## config.mk

```make
export PLATFORM = sky130hd
export DESIGN_NAME = line_raster_engine
export DESIGN_NICKNAME = d
export VERILOG_FILES = /design/src/rtl/line_pkg.sv /design/src/rtl/line_cmd_fifo.sv /design/src/rtl/line_raster_engine.sv
export SDC_FILE = /design/constraint.sdc
export NUM_CORES = 1
export LEC_CHECK = 0
export BUFFER_PORTS_ARGS = -buffer_cell sky130_fd_sc_hd__buf_2
export CAP_MARGIN = 30
export CORE_MARGIN = 1
export CORE_UTILIZATION = 49
export CTS_BUF_LIST = sky130_fd_sc_hd__clkbuf_8
export CTS_CLUSTER_DIAMETER = 50
export CTS_CLUSTER_SIZE = 20
export DETAILED_ROUTE_END_ITERATION = 10
export HOLD_SLACK_MARGIN = 0.1
export PLACE_DENSITY = 0.69
export SLEW_MARGIN = 20
export SYNTH_ARGS = -nofsm -noshare
export SYNTH_HDL_FRONTEND = slang
export SYNTH_SLANG_ARGS = --single-unit
```

## constraint.sdc

```tcl
create_clock -name clk -period 13.67 [get_ports clk]
set_input_delay 0.6835 -clock clk [delete_from_list [all_inputs] [get_ports clk]]
set_output_delay 0.6835 -clock clk [all_outputs]
set_load 0.01 [all_outputs]
```

## src/rtl/line_pkg.sv

```systemverilog
// Shared types and helpers for the line rasteriser: FSM states, default geometry
// and the signed error-term width rule used by the Bresenham datapath.
package line_pkg;

  localparam int DEF_XW = 11;
  localparam int DEF_YW = 10;
  localparam int DEF_CW = 24;

  // Error term must hold 2*dx and -2*dy without overflow.
  function automatic int err_width(input int xw, input int yw);
    return ((xw > yw) ? xw : yw) + 2;
  endfunction

  localparam int ERR_W = err_width(DEF_XW, DEF_YW);

  typedef struct packed {
    logic [DEF_XW-1:0] x;
    logic [DEF_YW-1:0] y;
  } point_t;

  typedef struct packed {
    point_t            p0;
    point_t            p1;
    logic [DEF_CW-1:0] color;
  } line_cmd_t;

  typedef enum logic [1:0] {
    IDLE  = 2'd0,
    SETUP = 2'd1,
    RUN   = 2'd2
  } state_t;

endpackage

```

## src/rtl/line_cmd_fifo.sv

```systemverilog
// Synchronous command FIFO with a registered occupancy count; flush empties it
// in one cycle and takes priority over a simultaneous push or pop.
module line_cmd_fifo #(
  parameter int W     = 8,
  parameter int DEPTH = 4
) (
  input  logic         clk,
  input  logic         reset,
  input  logic         flush,
  input  logic         push,
  input  logic [W-1:0] din,
  input  logic         pop,
  output logic [W-1:0] dout,
  output logic         full,
  output logic         empty
);

  localparam int AW = $clog2(DEPTH);
  localparam int NW = AW + 1;

  logic [W-1:0]  mem [DEPTH];
  logic [AW-1:0] wr_ptr;
  logic [AW-1:0] rd_ptr;
  logic [NW-1:0] count;
  logic          do_push;
  logic          do_pop;

  assign full    = (count == NW'(DEPTH));
  assign empty   = (count == '0);
  assign do_push = push && !full;
  assign do_pop  = pop && !empty;
  assign dout    = mem[rd_ptr];

  always_ff @(posedge clk) begin
    if (do_push && !flush && !reset) mem[wr_ptr] <= din;
  end

  always_ff @(posedge clk) begin
    if (reset || flush) begin
      wr_ptr <= '0;
      rd_ptr <= '0;
      count  <= '0;
    end else begin
      if (do_push) wr_ptr <= wr_ptr + AW'(1);
      if (do_pop)  rd_ptr <= rd_ptr + AW'(1);
      case ({do_push, do_pop})
        2'b10:   count <= count + NW'(1);
        2'b01:   count <= count - NW'(1);
        default: count <= count;
      endcase
    end
  end

endmodule

```

## src/rtl/line_raster_engine.sv

```systemverilog
// Bresenham line rasteriser: queued line commands in, one pixel per cycle out
// over valid/ready, with abort flush and optional screen clipping.
module line_raster_engine
  import line_pkg::*;
#(
  parameter int XW        = 11,
  parameter int YW        = 10,
  parameter int CW        = 24,
  parameter int CMD_DEPTH = 4,
  parameter int CLIP_EN   = 1,
  parameter int H_MAX     = 800,
  parameter int V_MAX     = 480
) (
  input  logic          clk,
  input  logic          reset,
  input  logic          abort,
  input  logic          cmd_valid,
  output logic          cmd_ready,
  input  logic [XW-1:0] cmd_x0,
  input  logic [YW-1:0] cmd_y0,
  input  logic [XW-1:0] cmd_x1,
  input  logic [YW-1:0] cmd_y1,
  input  logic [CW-1:0] cmd_color,
  output logic          px_valid,
  input  logic          px_ready,
  output logic [XW-1:0] px_x,
  output logic [YW-1:0] px_y,
  output logic [CW-1:0] px_color,
  output logic          px_last,
  output logic          busy
);

  localparam int EW = err_width(XW, YW);

  typedef struct packed {
    logic [XW-1:0] x;
    logic [YW-1:0] y;
  } pt_t;

  typedef struct packed {
    pt_t           p0;
    pt_t           p1;
    logic [CW-1:0] color;
  } cmd_t;

  cmd_t   push_cmd;
  cmd_t   pop_cmd;
  cmd_t   cmd_q;
  logic   fifo_full;
  logic   fifo_empty;
  logic   fifo_push;
  logic   fifo_pop;
  state_t state;
  state_t state_nxt;

  logic                 sx_neg;
  logic                 sy_neg;
  logic signed [EW-1:0] dx;
  logic signed [EW-1:0] dy;
  logic signed [EW-1:0] err;

  logic [XW-1:0]        adx;
  logic [YW-1:0]        ady;
  logic signed [EW-1:0] dx_init;
  logic signed [EW-1:0] dy_init;

  logic signed [EW:0]   e2;
  logic signed [EW:0]   dx_e;
  logic signed [EW:0]   dy_e;
  logic                 step_x;
  logic                 step_y;
  logic signed [EW-1:0] err_nxt;
  logic [XW-1:0]        nx;
  logic [YW-1:0]        ny;
  logic                 adv;
  logic                 at_end;

  function automatic logic on_screen(input logic [XW-1:0] x, input logic [YW-1:0] y);
    return (CLIP_EN == 0) || ((32'(x) < H_MAX) && (32'(y) < V_MAX));
  endfunction

  assign push_cmd  = '{p0: '{x: cmd_x0, y: cmd_y0}, p1: '{x: cmd_x1, y: cmd_y1}, color: cmd_color};
  assign fifo_push = cmd_valid && !fifo_full && !reset;
  assign cmd_ready = !fifo_full;
  assign busy      = (state != IDLE) || !fifo_empty;

  line_cmd_fifo #(
    .W     ($bits(cmd_t)),
    .DEPTH (CMD_DEPTH)
  ) u_fifo (
    .clk   (clk),
    .reset (reset),
    .flush (abort),
    .push  (fifo_push),
    .din   (push_cmd),
    .pop   (fifo_pop),
    .dout  (pop_cmd),
    .full  (fifo_full),
    .empty (fifo_empty)
  );

  // Setup terms derived from the latched command.
  always_comb begin
    adx     = (cmd_q.p1.x >= cmd_q.p0.x) ? cmd_q.p1.x - cmd_q.p0.x : cmd_q.p0.x - cmd_q.p1.x;
    ady     = (cmd_q.p1.y >= cmd_q.p0.y) ? cmd_q.p1.y - cmd_q.p0.y : cmd_q.p0.y - cmd_q.p1.y;
    dx_init = signed'(EW'(adx));
    dy_init = -signed'(EW'(ady));
  end

  // One Bresenham step from the point currently on px_x/px_y.
  always_comb begin
    e2      = {err, 1'b0};
    dx_e    = {dx[EW-1], dx};
    dy_e    = {dy[EW-1], dy};
    step_x  = (e2 >= dy_e);
    step_y  = (e2 <= dx_e);
    err_nxt = err;
    nx      = px_x;
    ny      = px_y;
    if (step_x) begin
      err_nxt = err_nxt + dy;
      nx      = sx_neg ? px_x - XW'(1) : px_x + XW'(1);
    end
    if (step_y) begin
      err_nxt = err_nxt + dx;
      ny      = sy_neg ? px_y - YW'(1) : px_y + YW'(1);
    end
  end

  // A suppressed (off-screen) point advances without waiting for the sink.
  assign adv    = (state == RUN) && (!px_valid || px_ready);
  assign at_end = (px_x == cmd_q.p1.x) && (px_y == cmd_q.p1.y);

  always_comb begin
    state_nxt = state;
    fifo_pop  = 1'b0;
    case (state)
      IDLE: begin
        if (!fifo_empty) begin
          fifo_pop  = 1'b1;
          state_nxt = SETUP;
        end
      end
      SETUP:   state_nxt = RUN;
      RUN:     if (adv && at_end) state_nxt = IDLE;
      default: state_nxt = IDLE;
    endcase
    if (abort) begin
      state_nxt = IDLE;
      fifo_pop  = 1'b0;
    end
  end

  always_ff @(posedge clk) begin
    if (reset || abort) begin
      state    <= IDLE;
      px_valid <= 1'b0;
      px_last  <= 1'b0;
      px_x     <= '0;
      px_y     <= '0;
      px_color <= '0;
    end else begin
      state <= state_nxt;
      case (state)
        IDLE: begin
          if (fifo_pop) cmd_q <= pop_cmd;
        end
        SETUP: begin
          dx       <= dx_init;
          dy       <= dy_init;
          err      <= dx_init + dy_init;
          sx_neg   <= (cmd_q.p1.x < cmd_q.p0.x);
          sy_neg   <= (cmd_q.p1.y < cmd_q.p0.y);
          px_x     <= cmd_q.p0.x;
          px_y     <= cmd_q.p0.y;
          px_color <= cmd_q.color;
          px_valid <= on_screen(cmd_q.p0.x, cmd_q.p0.y);
          px_last  <= (cmd_q.p0 == cmd_q.p1) && on_screen(cmd_q.p0.x, cmd_q.p0.y);
        end
        RUN: begin
          if (adv) begin
            if (at_end) begin
              px_valid <= 1'b0;
              px_last  <= 1'b0;
            end else begin
              px_x     <= nx;
              px_y     <= ny;
              err      <= err_nxt;
              px_valid <= on_screen(nx, ny);
              px_last  <= (nx == cmd_q.p1.x) && (ny == cmd_q.p1.y) && on_screen(nx, ny);
            end
          end
        end
        default: ;
      endcase
    end
  end

endmodule
```

==> PnR_summary.wiki, run 1 <==
{| class="wikitable"
! Metric !! Value
|-
| Count of pins over their slew limit || 0
|-
| Launch instance of the worst min-delay path || cmd_color[21]
|-
| Detailed-route wire length per cell || about 22 µm
|-
| Stages on the worst setup path || 21
|-
| Number of levels in the clock H-tree || 2
|-
| Clock tree from TritonCTS || built
|-
| Worst path bufs/invs || 2
|-
| Simple-gate share of the synthesized area || about 9%
|-
| Pre-antenna DRT Iters || 5
|-
| Final wirelength || ~53 mm
|-
| Reg area || between 10000 and 15000 µm²
|-
| Highest fanout seen on the critical path || 15
|-
| Number of global-route vias before repair || between 10k and 15k
|-
| Unrepaired setup endpoints after global routing || no
|-
| Global router's overall resource usage || a little under a quarter
|-
| Number of input and output port buffers inserted || around 120
|-
| Peak ir drop on the vdd network || 0.136 mV
|-
| Clock skew after layout || roughly 0.070 ns
|-
| Share of synthesized registers carrying an async set or reset || 0%
|-
| Yosys warnings || 0
|-
| Count of filler cells inserted in the layout || approximately 3.6k
|-
| Initial drt markers || 926
|-
| Sinks on Clock Net || around 430
|-
| Area share of the largest cell type after synthesis || between 50 and 60%
|-
| Maximum number of pins on one net before global-route repair || 55
|-
| Total via count in the routed design || ~14k
|-
| Effective utilization at floorplan || about half
|-
| Syn avg cell area || 12.9 µm²
|-
| Leakage power figure || 8.61 nW
|-
| CP Data Arrival Time || 5.59 ns
|-
| Die H || around 210 µm
|-
| Most numerous cell in the Yosys netlist || sky130_fd_sc_hd__edfxtp_1
|-
| Element type at the critical path end || register
|-
| Type of the setup path with the least slack || register to register
|-
| Number of storage elements in the synthesis netlist || around 430
|-
| Last weighted congestion value of the routability-driven placer || 0.921
|-
| DRC violations left || 0
|-
| Post-cts sizing count || 0
|-
| Cells along the critical path || inv_1 > ha_1 > nor2b_1 > o21a_1 > o21ai_1 > a211oi_1 > o41ai_1 > nor2b_1 > buf_4 > nor3_1 > a31o_2 > xnor2_1 > ha_1 > o21ai_0 > a21boi_0 > o21ai_0 > a21oi_1 > a41o_1 > o21ai_0 > nand4b_1 > a31o_1
|-
| # hold bufs at CTS || 0
|-
| Most frequently used flop master after synthesis || sky130_fd_sc_hd__edfxtp_1
|-
| Worst-case register-to-register setup slack || around 8.4 ns
|-
| Source of the worst register-to-register timing path || cmd_q[35]
|-
| Overflow left after global routing || 0
|-
| Combined area of the multi-input logic cells || roughly 8600 µm²
|-
| Power density over the cells || about 100 nW/µm²
|-
| Complex-gate fraction of the synthesized area || 11.1%
|-
| Stage delay of the slowest cell on the critical path || around 0.46 ns
|-
| Crit path launch type || register
|-
| Post-synth cell types || a little over 90
|-
| Number of failing setup endpoints in the final timing report || 0
|-
| Pre-CTS worst setup slack || 8.45 ns
|-
| Fraction of layout instances using a drive strength above 1 || between 10% and 20%
|-
| Largest family of logic cells by synthesized area || compound AO/OA/AOI/OAI gates
|-
| Multiplexer share of the synthesized area || 8.03%
|-
| Cell Rows || between 70 and 80
|-
| Adder and majority gate portion of the synthesized area || ~7.9%
|-
| Global-route wire length before repair || ~80 mm
|-
| Core area || approximately 43000 µm²
|-
| Post-Synthesis Cells || between 1.5k and 2k
|-
| Clk Tree Root Cell || sky130_fd_sc_hd__clkbuf_8
|-
| Post-CTS Setup Bufs || 0
|-
| Status || finished, final reports clean
|-
| Maxcap violations || 0
|-
| Post-synthesis instance area || about 21000 µm²
|-
| Total clock buffers created by CTS || 38
|-
| Fin nets || a little under 2k
|-
| Max-Slew Margin vs Limit || around a third
|-
| I/O Pins || 120
|-
| Cell with the most instances on the worst path || sky130_fd_sc_hd__o21ai_0
|-
| Tcrit/Tclk final || 38.3%
|-
| Min-delay worst type || input port to register
|-
| Register area share after synthesis || around 57%
|-
| Top achievable clock speed || ~190 MHz
|-
| Summed negative setup slack over all endpoints || 0 ns
|-
| Min Clock Period, post-route || 5.24 ns
|-
| Cell with the biggest individual delay on the critical path || sky130_fd_sc_hd__edfxtp_1
|-
| Clock Tree Buf Depth || 3
|-
| Worst-Margin Slew || approximately 0.97 ns
|-
| Required time worst endpoint || around 14 ns
|-
| Most area-consuming cells after synthesis || sky130_fd_sc_hd__edfxtp_1, sky130_fd_sc_hd__ha_1, sky130_fd_sc_hd__mux4_2
|-
| Least setup slack across all paths after layout || approximately 8.4 ns
|-
| CP startpoint || cmd_q[35]
|-
| Number of nets still failing antenna checks after routing || 0
|-
| Most common library cells after synthesis || sky130_fd_sc_hd__edfxtp_1, sky130_fd_sc_hd__nand2_1, sky130_fd_sc_hd__ha_1
|-
| Count of endpoints failing hold in the final timing report || 0
|-
| Largest area contributor in the synthesized netlist || sky130_fd_sc_hd__edfxtp_1
|-
| Area growth from synthesis to final layout || 10.0%
|-
| Number of vias per cell after detailed routing || 5.81
|-
| FF-to-FF path depth || 21
|-
| Chip Width || between 200 and 250 µm
|-
| Capture point of the worst path || err[12]
|-
| Cell family with most CP delay || compound AO/OA/AOI/OAI gates
|-
| Hpwl dp || 38.2 mm
|-
| Clock latency at the later pin of the worst-skew pair || ~0.66 ns
|-
| Capturing point of the worst reg2reg path || err[12]
|-
| CTS clock-pin slew for the worst setup and hold paths || ~0.11 ns
|-
| Number of nets produced by synthesis || 1861
|-
| Full die area || between 40000 and 50000 µm²
|-
| Xor/xnor share of the synthesized area || under 10%
|-
| Antenna violations before repair || 8
|-
| Post-synth EDFFs || between 300 and 400
|}
==> sequential cells by signal, summed over array words and instances (netlist names) <==
name           flops
px_last            1
px_valid           1
dx                11
dy                13
err               13
px_color          24
u_fifo.mem       264
u_fifo.wr_ptr      2
sx_neg             1
u_fifo.rd_ptr      2
sy_neg             1
state              2
px_y              10
cmd_q             66
px_x              11
u_fifo.count       3
==> cell families after synthesis <==
family / after synthesis
adders and majority gates: 130
AOI/OAI and AO/OA: 361
and+or+nand+nor: 394
muxes: 89
xor gates and xnor gates: 96
buffers and inverters: 165
DFF: 425
==> power by group <==
group	total, W	switching, W	internal (W)	leakage, nW
registers	0.00143	0.00000870	0.00142	3.78
clock network	0.000797	0.000465	0.000333	0.449
logic	0.000152	0.0000907	0.0000613	4.38
total	0.00238	0.000564	0.00182	8.61
==> worst register-to-register path, cell delays in order (launching register included) <==
cell                       delay, ns
sky130_fd_sc_hd__edfxtp_1       0.46
sky130_fd_sc_hd__inv_1          0.23
sky130_fd_sc_hd__ha_1           0.29
sky130_fd_sc_hd__nor2b_1        0.14
sky130_fd_sc_hd__o21a_1         0.17
sky130_fd_sc_hd__o21ai_1        0.27
sky130_fd_sc_hd__a211oi_1       0.18
sky130_fd_sc_hd__o41ai_1        0.41
sky130_fd_sc_hd__nor2b_1        0.18
sky130_fd_sc_hd__buf_4          0.25
sky130_fd_sc_hd__nor3_1         0.09
sky130_fd_sc_hd__a31o_2         0.22
sky130_fd_sc_hd__xnor2_1        0.36
sky130_fd_sc_hd__ha_1           0.34
sky130_fd_sc_hd__o21ai_0        0.11
sky130_fd_sc_hd__a21boi_0       0.14
sky130_fd_sc_hd__o21ai_0        0.21
sky130_fd_sc_hd__a21oi_1        0.14
sky130_fd_sc_hd__a41o_1         0.28
sky130_fd_sc_hd__o21ai_0        0.16
sky130_fd_sc_hd__nand4b_1       0.10
sky130_fd_sc_hd__a31o_1         0.25
==> cell usage in the layout (no fill, tap or decap), drive strengths merged, types with 40 or more instances in the layout <==
cell type and count:
dfxtp 56, xnor2 66, nor2 91, clkbuf 40, edfxtp 369, o21ai 66, a21oi 118, nand2 126
inv 127, mux4 66, buf 138, ha 120
==> per-layer routing <==
layer | global-route usage, % | vias to the layer above | part of all wire (%)
met5 | 0 | - | 0.11
met4 | 10.3 | 10 | 4.1
met3 | 4.92 | 124 | 6.3
met2 | 39.9 | 424 | 49
met1 | 29.4 | 6857 | 40
li1 | - | 6519 | -
==> per-stage QoR <==
step                      total power [W]  hold WS [ns]  cells  utilization [%]  area [µm²]
after detailed placement          0.00161         0.447   2327             52.7       22800
after CTS                         0.00239         0.187   2396             54.6       23600
final                             0.00238         0.231   2400             54.7       23600
after global routing              0.00245         0.199   2397             54.7       23600
after global placement            0.00161         0.441   2325             52.6       22700
after floorplan                   0.00156         0.469   1660                -       21500
==> layout make-up <==
cell class	count	area share [%]
Antenna cell	4	0.0424
Clock inverter	29	1.17
Tap cell	585	3.10
Multi-Input combinational cell	1070	36.6
Timing Repair Buffer	138	3.27
Inverter	109	1.73
Clock buffer	40	2.33
Sequential cell	425	51.7
==> worst min path at each step <==
stage	to	depth (start not counted)
after floorplan	u_fifo.wr_ptr[1]	2
after global placement	px_color[13]	2
after detailed placement	px_color[9]	2
after CTS	u_fifo.mem[1][21]	1
after global routing	u_fifo.mem[1][21]	1
final	u_fifo.mem[1][21]	1
No activity file was read; power rests on OpenSTA's default activity.
==> inputs of run 2 (changes only) <==
- ABC_AREA: not set -> 1
- clock period: 13.67 -> 5 ns (I/O delays scaled with it)
==> run 2 against run 1 <==
Routed wire length increased by 6.5%. Sequential share of layout area decreased by 2.3 points. Flip-flop and latch count unchanged. Area after synthesis increased by 2.2%. Sequential power increased to 2.8 times the previous value. Total power increased to 2.8 times the previous value.
==> PnR_summary.wiki, run 2 <==
{| class="wikitable"
! Metric !! Value
|-
| Register area share after synthesis || a little under three fifths
|-
| Clock tree from TritonCTS || built
|-
| Number of global-route vias before repair || between 15k and 20k
|-
| Last weighted congestion value of the routability-driven placer || 0.938
|-
| CTS clock-pin slew for the worst setup and hold paths || 0.11 ns
|-
| Area growth from synthesis to final layout || 12.8%
|-
| Unrepaired setup endpoints after global routing || no
|-
| Most common cell after layout, fill and taps aside || sky130_fd_sc_hd__edfxtp_1
|-
| Largest area contributor in the synthesized netlist || sky130_fd_sc_hd__edfxtp_1
|-
| Worst-Margin Slew || between 0.9 and 1 ns
|-
| Highest fanout seen on the critical path || 4
|-
| Summed negative setup slack over all endpoints || 0 ns
|-
| Post-synth EDFFs || 369
|-
| Total clock buffers created by CTS || 37
|-
| Area share of the largest cell type after synthesis || between 50 and 60%
|-
| Worst-case register-to-register setup slack || 0.40 ns
|-
| Worst path bufs/invs || 7
|-
| Max-Slew Margin vs Limit || 33.8%
|-
| Hpwl dp || approximately 40 mm
|-
| Total via count in the routed design || around 17k
|-
| Most frequent cells in the layout || sky130_fd_sc_hd__edfxtp_1, sky130_fd_sc_hd__nand2_1, sky130_fd_sc_hd__nor2_1
|-
| Number of input and output port buffers inserted || ~120
|-
| Number of failing setup endpoints in the final timing report || 0
|-
| Fraction of met1 tracks used by global routing || about a third
|-
| Number of levels in the clock H-tree || 2
|-
| Global routing usage on met3 || roughly 3.1%
|-
| Least setup slack across all paths after layout || 0.400 ns
|-
| Element type at the critical path end || register
|-
| Post-Synthesis Cells || roughly 2.2k
|-
| Most numerous cell in the Yosys netlist || sky130_fd_sc_hd__edfxtp_1
|-
| FF-to-FF path depth || 32
|-
| Antenna violations before repair || 2
|-
| Die H || between 200 and 250 µm
|-
| DRC violations left || 0
|-
| Maximum number of pins on one net before global-route repair || 84
|-
| Final wirelength || 56.0 mm
|-
| Global-route wire length before repair || roughly 87 mm
|-
| Number of storage elements in the synthesis netlist || between 400 and 500
|-
| Biggest register || u_fifo.mem
|-
| Peak ir drop on the vdd network || approximately 0.28 mV
|-
| Peak-usage layer in the global routing report || met2
|-
| Most frequently used flop master after synthesis || sky130_fd_sc_hd__edfxtp_1
|-
| Pre-CTS worst setup slack || ~0.45 ns
|-
| Global router's overall resource usage || 24.7%
|-
| Overflow left after global routing || 0
|-
| Core area || roughly 44000 µm²
|-
| Number of instances on the worst hold path || 4
|-
| Sinks on Clock Net || between 400 and 500
|-
| Count of endpoints failing hold in the final timing report || 0
|-
| Fin nets || 2618
|-
| Capturing point of the worst reg2reg path || err[12]
|-
| Final hold slack || between 0.1 and 0.15 ns
|-
| Clock Tree Buf Depth || 3
|-
| Post-synthesis instance area || 21900 µm²
|-
| Share of synthesized registers carrying an async set or reset || 0%
|-
| Clock latency at the later pin of the worst-skew pair || a little over 0.6 ns
|-
| Largest registers ranked by flip-flop count || u_fifo.mem (264), cmd_q (66), px_color (24)
|-
| Number of vias per cell after detailed routing || around 5.5
|-
| Min-delay worst type || input port to register
|-
| Full die area || roughly 46000 µm²
|-
| Clock skew after layout || ~0.025 ns
|-
| Required time worst endpoint || 5.38 ns
|-
| Cell family with most CP delay || simple AND/OR/NAND/NOR gates
|-
| Leakage power figure || approximately 10 nW
|-
| Maxcap violations || 0
|-
| Final instance area || ~25000 µm²
|-
| Flip-flop count of the largest register after layout || 264
|-
| Tcrit/Tclk final || 92.0%
|-
| Launch instance of the worst min-delay path || px_ready
|-
| DP Area || 23200 µm²
|-
| CP Data Arrival Time || roughly 5 ns
|-
| Detailed-route wire length per cell || between 15 and 20 µm
|-
| Syn avg cell area || just under 10 µm²
|-
| Most common library cells after synthesis || sky130_fd_sc_hd__edfxtp_1, sky130_fd_sc_hd__nand2_1, sky130_fd_sc_hd__nor2_1
|-
| Global-route met2 utilization || 40.7%
|-
| Number of nets still failing antenna checks after routing || 0
|-
| Top achievable clock speed || roughly 220 MHz
|-
| Yosys warnings || 0
|-
| Min Clock Period, post-route || between 4 and 5 ns
|-
| Cell with the biggest individual delay on the critical path || sky130_fd_sc_hd__edfxtp_1
|-
| Pre-antenna DRT Iters || 5
|-
| Stage delay of the slowest cell on the critical path || around 0.45 ns
|-
| Power density over the cells || between 200 and 300 nW/µm²
|-
| Cell Rows || between 70 and 80
|-
| Crit path launch type || register
|-
| Most area-consuming cells after synthesis || sky130_fd_sc_hd__edfxtp_1, sky130_fd_sc_hd__ha_1, sky130_fd_sc_hd__nand2_1
|-
| Clk Tree Root Cell || sky130_fd_sc_hd__clkbuf_8
|-
| Number of nets produced by synthesis || 2439
|-
| Fraction of layout instances using a drive strength above 1 || 11.0%
|-
| Effective utilization at floorplan || 49.7%
|-
| Count of pins over their slew limit || 0
|-
| Post-synth cell types || between 50 and 60
|-
| Type of the setup path with the least slack || register to register
|-
| Stages on the worst setup path || 32
|-
| Initial drt markers || 1235
|-
| Status || finished, final reports clean
|-
| Power after layout || roughly 0.0067 W
|-
| Worst hold path endpoint || state[1]
|-
| Source of the worst register-to-register timing path || cmd_q[24]
|-
| I/O Pins || 120
|-
| Chip Width || 213 µm
|-
| CP startpoint || cmd_q[24]
|}
-- run 2: cell count changes in the layout (fill, tap and decap cells not counted), moves of 61 or more --
cell,change
sky130_fd_sc_hd__dlygate4sd3_1,+69
sky130_fd_sc_hd__inv_1,+129
sky130_fd_sc_hd__mux4_2,-66
sky130_fd_sc_hd__nand2_1,+204
sky130_fd_sc_hd__nand3_1,+61
sky130_fd_sc_hd__nor2_1,+177
sky130_fd_sc_hd__o21ai_0,+181
-- run 2: tightest hold or removal path: stages --
cell and delay, ns:
sky130_fd_sc_hd__buf_2 0.12, sky130_fd_sc_hd__nor2_1 0.10, sky130_fd_sc_hd__o21ai_0 0.16, sky130_fd_sc_hd__a21oi_1 0.08
-- run 2: cell type report --
class                      count  area [µm²]
inverter                     252         947
clock buffer                  38         523
multi-input combinational   1479        8470
clock inverter                28         260
fill                        3861       19400
timing repair buffer         222        1560
tap                          592         741
sequential                   425       12200
antenna                        2        5.00
-- run 2: metrics by stage --
stage	instances	util, %
final	3038	56.0
after CTS	3036	56.0
after global routing	3037	56.0
after floorplan	2238	-
after detailed placement	2901	52.6
after global placement	2900	52.6
-- run 2: routing by layer --
metal | vias to the layer above | routed length (µm) | share of wire [%]
li1 | 8060 | - | -
met1 | 7952 | 24700 | 44
met2 | 542 | 26500 | 47
met3 | 103 | 3170 | 5.7
met4 | 2 | 1560 | 2.8
met5 | - | 18 | 0.032
-- run 2: how the worst max path moves through the flow --
stage	endpoint	slack [ns]
global placement	err[12]	0.57
detailed placement	err[12]	0.45
CTS	err[12]	0.43
floorplan	err[12]	0.84
global route	err[12]	0.01
finish	err[12]	0.40
-- run 2: power by group --
group / internal [W] / total (W) / switching, W
clock: 0.000842 / 0.00212 / 0.00128
combinational: 0.000237 / 0.000640 / 0.000404
sequential: 0.00391 / 0.00394 / 0.0000315
total: 0.00499 / 0.00670 / 0.00172
-- run 2: logic make-up (layout without fill, tap and decap cells) --
family	count (synthesis)	count (layout)	share of synthesized area (%)
other	0	2	0
XOR/XNOR	92	92	3.68
flip-flops	425	425	55.7
AND/OR/NAND/NOR	763	763	14.4
adder cells (fa/ha/maj)	130	130	7.76
AO/OA/AOI/OAI	494	494	12.5
buffers and inverters	334	540	5.97
-- run 2: repair_timing --
item,4_1_cts,5_1_grt
hold buffers,69,0
buffers inserted,0,0
endpoints found under the setup margin,0,2
resized for setup,0,5
hold endpoints to repair,268,0
==> inputs of run 3 (changes only) <==
- SYNTH_HIERARCHICAL: not set -> 1
==> run 3 against run 2 <==
Via count is 0.49% lower. Non-clock buffer count is 2 higher. Global-route usage is 0.76 points lower. Clock skew is 0.051 ns higher. First-iteration DRC count is 1.1% lower. Die area is 3.6% higher. Critical path type unchanged. Critical endpoint is now err[9]. Highest routed layer unchanged.
==> PnR_summary.wiki, run 3 <==
{| class="wikitable"
! Metric !! Value
|-
| Min Clock Period, post-route || around 4.6 ns
|-
| Number of nets produced by synthesis || ~2.5k
|-
| Global router's overall resource usage || roughly a quarter
|-
| Die H || ~220 µm
|-
| Count of pins over their slew limit || 0
|-
| Area growth from synthesis to final layout || 12.7%
|-
| Largest registers ranked by flip-flop count || u_fifo/mem (264), cmd_q (66), px_color (24)
|-
| Clock tree from TritonCTS || built
|-
| Tcrit/Tclk final || 92.8%
|-
| DRC violations left || 0
|-
| Peak ir drop on the vdd network || between 0.2 and 0.3 mV
|-
| Count of filler cells inserted in the layout || a little under 4k
|-
| Number of global-route vias before repair || between 15k and 20k
|-
| Post-Synthesis Cells || about 2.3k
|-
| Most frequent cells in the layout || sky130_fd_sc_hd__edfxtp_1, sky130_fd_sc_hd__nand2_1, sky130_fd_sc_hd__inv_1
|-
| Most frequently used flop master after synthesis || sky130_fd_sc_hd__edfxtp_1
|-
| Clock Tree Buf Depth || 3
|-
| Global-route wire length before repair || between 80 and 90 mm
|-
| Most common cell after layout, fill and taps aside || sky130_fd_sc_hd__edfxtp_1
|-
| CTS clock-pin slew for the worst setup and hold paths || ~0.11 ns
|-
| Maximum number of pins on one net before global-route repair || 83
|-
| Post-synthesis instance area || about 23000 µm²
|-
| Last weighted congestion value of the routability-driven placer || roughly 0.96
|-
| Overflow left after global routing || 0
|-
| Most common library cells after synthesis || sky130_fd_sc_hd__edfxtp_1, sky130_fd_sc_hd__nand2_1, sky130_fd_sc_hd__inv_1
|-
| Sinks on Clock Net || 427
|-
| Min-delay worst type || input port to register
|-
| Final hold slack || roughly 0.33 ns
|-
| Final wirelength || 56.3 mm
|-
| Effective utilization at floorplan || between 40% and 50%
|-
| Cell Rows || between 70 and 80
|-
| Hpwl dp || roughly 40 mm
|-
| Fraction of layout instances using a drive strength above 1 || between 10% and 20%
|-
| Summed negative setup slack over all endpoints || 0 ns
|-
| Register area share after synthesis || a little over half
|-
| Pre-antenna DRT Iters || 7
|-
| Count of endpoints failing hold in the final timing report || 0
|-
| Worst-Margin Slew || roughly 0.89 ns
|-
| Biggest register || u_fifo/mem
|-
| Initial drt markers || roughly 1.2k
|-
| Post-synth EDFFs || 369
|-
| Clock latency at the later pin of the worst-skew pair || between 0.6 and 0.7 ns
|-
| Clock skew after layout || approximately 0.076 ns
|-
| Unrepaired setup endpoints after global routing || no
|-
| Type of the setup path with the least slack || register to register
|-
| Number of storage elements in the synthesis netlist || 427
|-
| Status || finished, final reports clean
|-
| Required time worst endpoint || 5.35 ns
|-
| Max-Slew Margin vs Limit || between 40 and 50%
|-
| Number of input and output port buffers inserted || 119
|-
| Number of nets still failing antenna checks after routing || 0
|-
| Detailed-route wire length per cell || 18.3 µm
|-
| Syn avg cell area || ~10 µm²
|-
| Leakage power figure || approximately 10 nW
|-
| Antenna violations before repair || 2
|-
| Number of vias per cell after detailed routing || ~5.4
|-
| Largest area contributor in the synthesized netlist || sky130_fd_sc_hd__edfxtp_1
|-
| Flip-flop count of the largest register after layout || 264
|-
| Number of failing setup endpoints in the final timing report || 0
|-
| Maxcap violations || 0
|-
| Chip Width || between 200 and 250 µm
|-
| I/O Pins || between 100 and 150
|-
| Total via count in the routed design || between 15k and 20k
|-
| Share of synthesized registers carrying an async set or reset || 0%
|-
| Top achievable clock speed || 215 MHz
|-
| # diodes || 0
|-
| Area share of the largest cell type after synthesis || 48.8%
|-
| Total clock buffers created by CTS || approximately 40
|-
| Yosys warnings || 6
|-
| Highest fanout seen on the critical path || 10
|-
| Core area || 45600 µm²
|-
| Full die area || between 40000 and 50000 µm²
|-
| Power density over the cells || 270 nW/µm²
|-
| Most numerous cell in the Yosys netlist || sky130_fd_sc_hd__edfxtp_1
|-
| Post-synth cell types || between 50 and 60
|-
| Number of levels in the clock H-tree || 2
|-
| Element type at the critical path end || register
|-
| Most area-consuming cells after synthesis || sky130_fd_sc_hd__edfxtp_1, sky130_fd_sc_hd__ha_1, sky130_fd_sc_hd__nand2_1
|-
| Fin nets || around 2.6k
|-
| CP Data Arrival Time || approximately 5.0 ns
|-
| Crit path launch type || register
|-
| Clk Tree Root Cell || sky130_fd_sc_hd__clkbuf_8
|}
[run 3: cell types whose count changed after synthesis, sizes merged, moves of 3 or more]
cell and change:
clkbuf -26, buf +22, nand2 +15, o211ai +14, o21ai -12, nand4 +7
a31oi -5, nor2 +4, o22ai +4, a21oi +3, nor3 -3, xor2 -3
[run 3: critical path, cell delays in order, from the launching register on]
cell and delay, ns:
sky130_fd_sc_hd__edfxtp_1 0.43, sky130_fd_sc_hd__inv_1 0.11, sky130_fd_sc_hd__ha_1 0.37, sky130_fd_sc_hd__a21oi_1 0.21, sky130_fd_sc_hd__o21ai_1 0.13, sky130_fd_sc_hd__nand2_1 0.08
sky130_fd_sc_hd__nand2_1 0.09, sky130_fd_sc_hd__a21oi_2 0.17, sky130_fd_sc_hd__o21bai_1 0.08, sky130_fd_sc_hd__a21oi_1 0.20, sky130_fd_sc_hd__nand2_1 0.14, sky130_fd_sc_hd__buf_4 0.20
sky130_fd_sc_hd__nand2_1 0.06, sky130_fd_sc_hd__nand2_1 0.09, sky130_fd_sc_hd__xor2_2 0.29, sky130_fd_sc_hd__inv_1 0.10, sky130_fd_sc_hd__ha_1 0.36, sky130_fd_sc_hd__a21oi_1 0.13
sky130_fd_sc_hd__and2_1 0.15, sky130_fd_sc_hd__nor2_1 0.05, sky130_fd_sc_hd__o21ai_0 0.15, sky130_fd_sc_hd__nand2_1 0.12, sky130_fd_sc_hd__a21oi_2 0.19, sky130_fd_sc_hd__nor2_1 0.06
sky130_fd_sc_hd__nor2_1 0.12, sky130_fd_sc_hd__xor2_1 0.20, sky130_fd_sc_hd__o22ai_1 0.10
[run 3: path summary, 6_finish.rpt]
| kind | start | depth (start not counted) | slack, ns | to |
|---|---|---|---|---|
| worst max-delay path | cmd_q[36] | 26 | 0.36 | err[9] |
| worst min-delay path | cmd_color[16] | 2 | 0.33 | u_fifo/mem[1][16] |
| worst max register to register | cmd_q[36] | 26 | 0.36 | err[9] |
| worst min register to register | px_color[1] | 2 | 0.49 | px_color[1] |
[run 3: cells by family (layout without fill, tap and decap cells)]
group                    Yosys count  in the layout  synth area share, %
AND/OR/NAND/NOR                  782            782                 15.6
flip-flops                       427            427                 53.9
buffers and inverters            332            550                 6.28
AO/OA/AOI/OAI                    495            495                 13.2
XOR/XNOR                          89             89                 3.43
multiplexers                       1              1               0.0441
adder cells (fa/ha/maj)          130            130                 7.49
[run 3: repair_timing]
action,in CTS,in global routing
setup buffers,0,5
resized for setup,0,17
hold buffers,71,0
endpoints found under the setup margin,0,5
hold endpoints to repair,277,0
[run 3: layer usage]
layer	part of all wire, %	track usage (%)	vias to the layer above
met3	5.9	4.57	95
met1	43	30.0	7909
met2	49	41.1	425
met5	0.027	0	-
met4	2.9	8.87	2
li1	-	-	8147
[run 3: area by class of cell]
class | count | area (µm²) | area share (%)
Multi-Input combinational cell | 1497 | 9150 | 35.7
Clock inverter | 29 | 283 | 1.10
Tap cell | 600 | 751 | 2.93
Clock buffer | 43 | 592 | 2.31
Inverter | 254 | 962 | 3.76
Timing Repair Buffer | 224 | 1630 | 6.35
Sequential cell | 427 | 12200 | 47.8
[run 3: power breakdown]
part	internal, W	switching (W)	leakage, nW
Sequential	0.00391	0.0000280	3.80
Combinational	0.000260	0.000430	6.11
Clock	0.00100	0.00127	0.453
Total	0.00517	0.00173	10.4
[run 3: per-stage QoR]
stage                     util, %  cell area (µm²)  total power [W]  setup slack [ns]  std cells
after CTS                    56.0            25500          0.00694             0.165       3068
after global placement       52.4            23900          0.00464             0.190       2924
after floorplan                 -            22700          0.00444             0.372       2256
after detailed placement     52.5            23900          0.00465             0.191       2925
final                        56.2            25600          0.00690             0.359       3074
after global routing         56.2            25600          0.00716           0.00361       3074
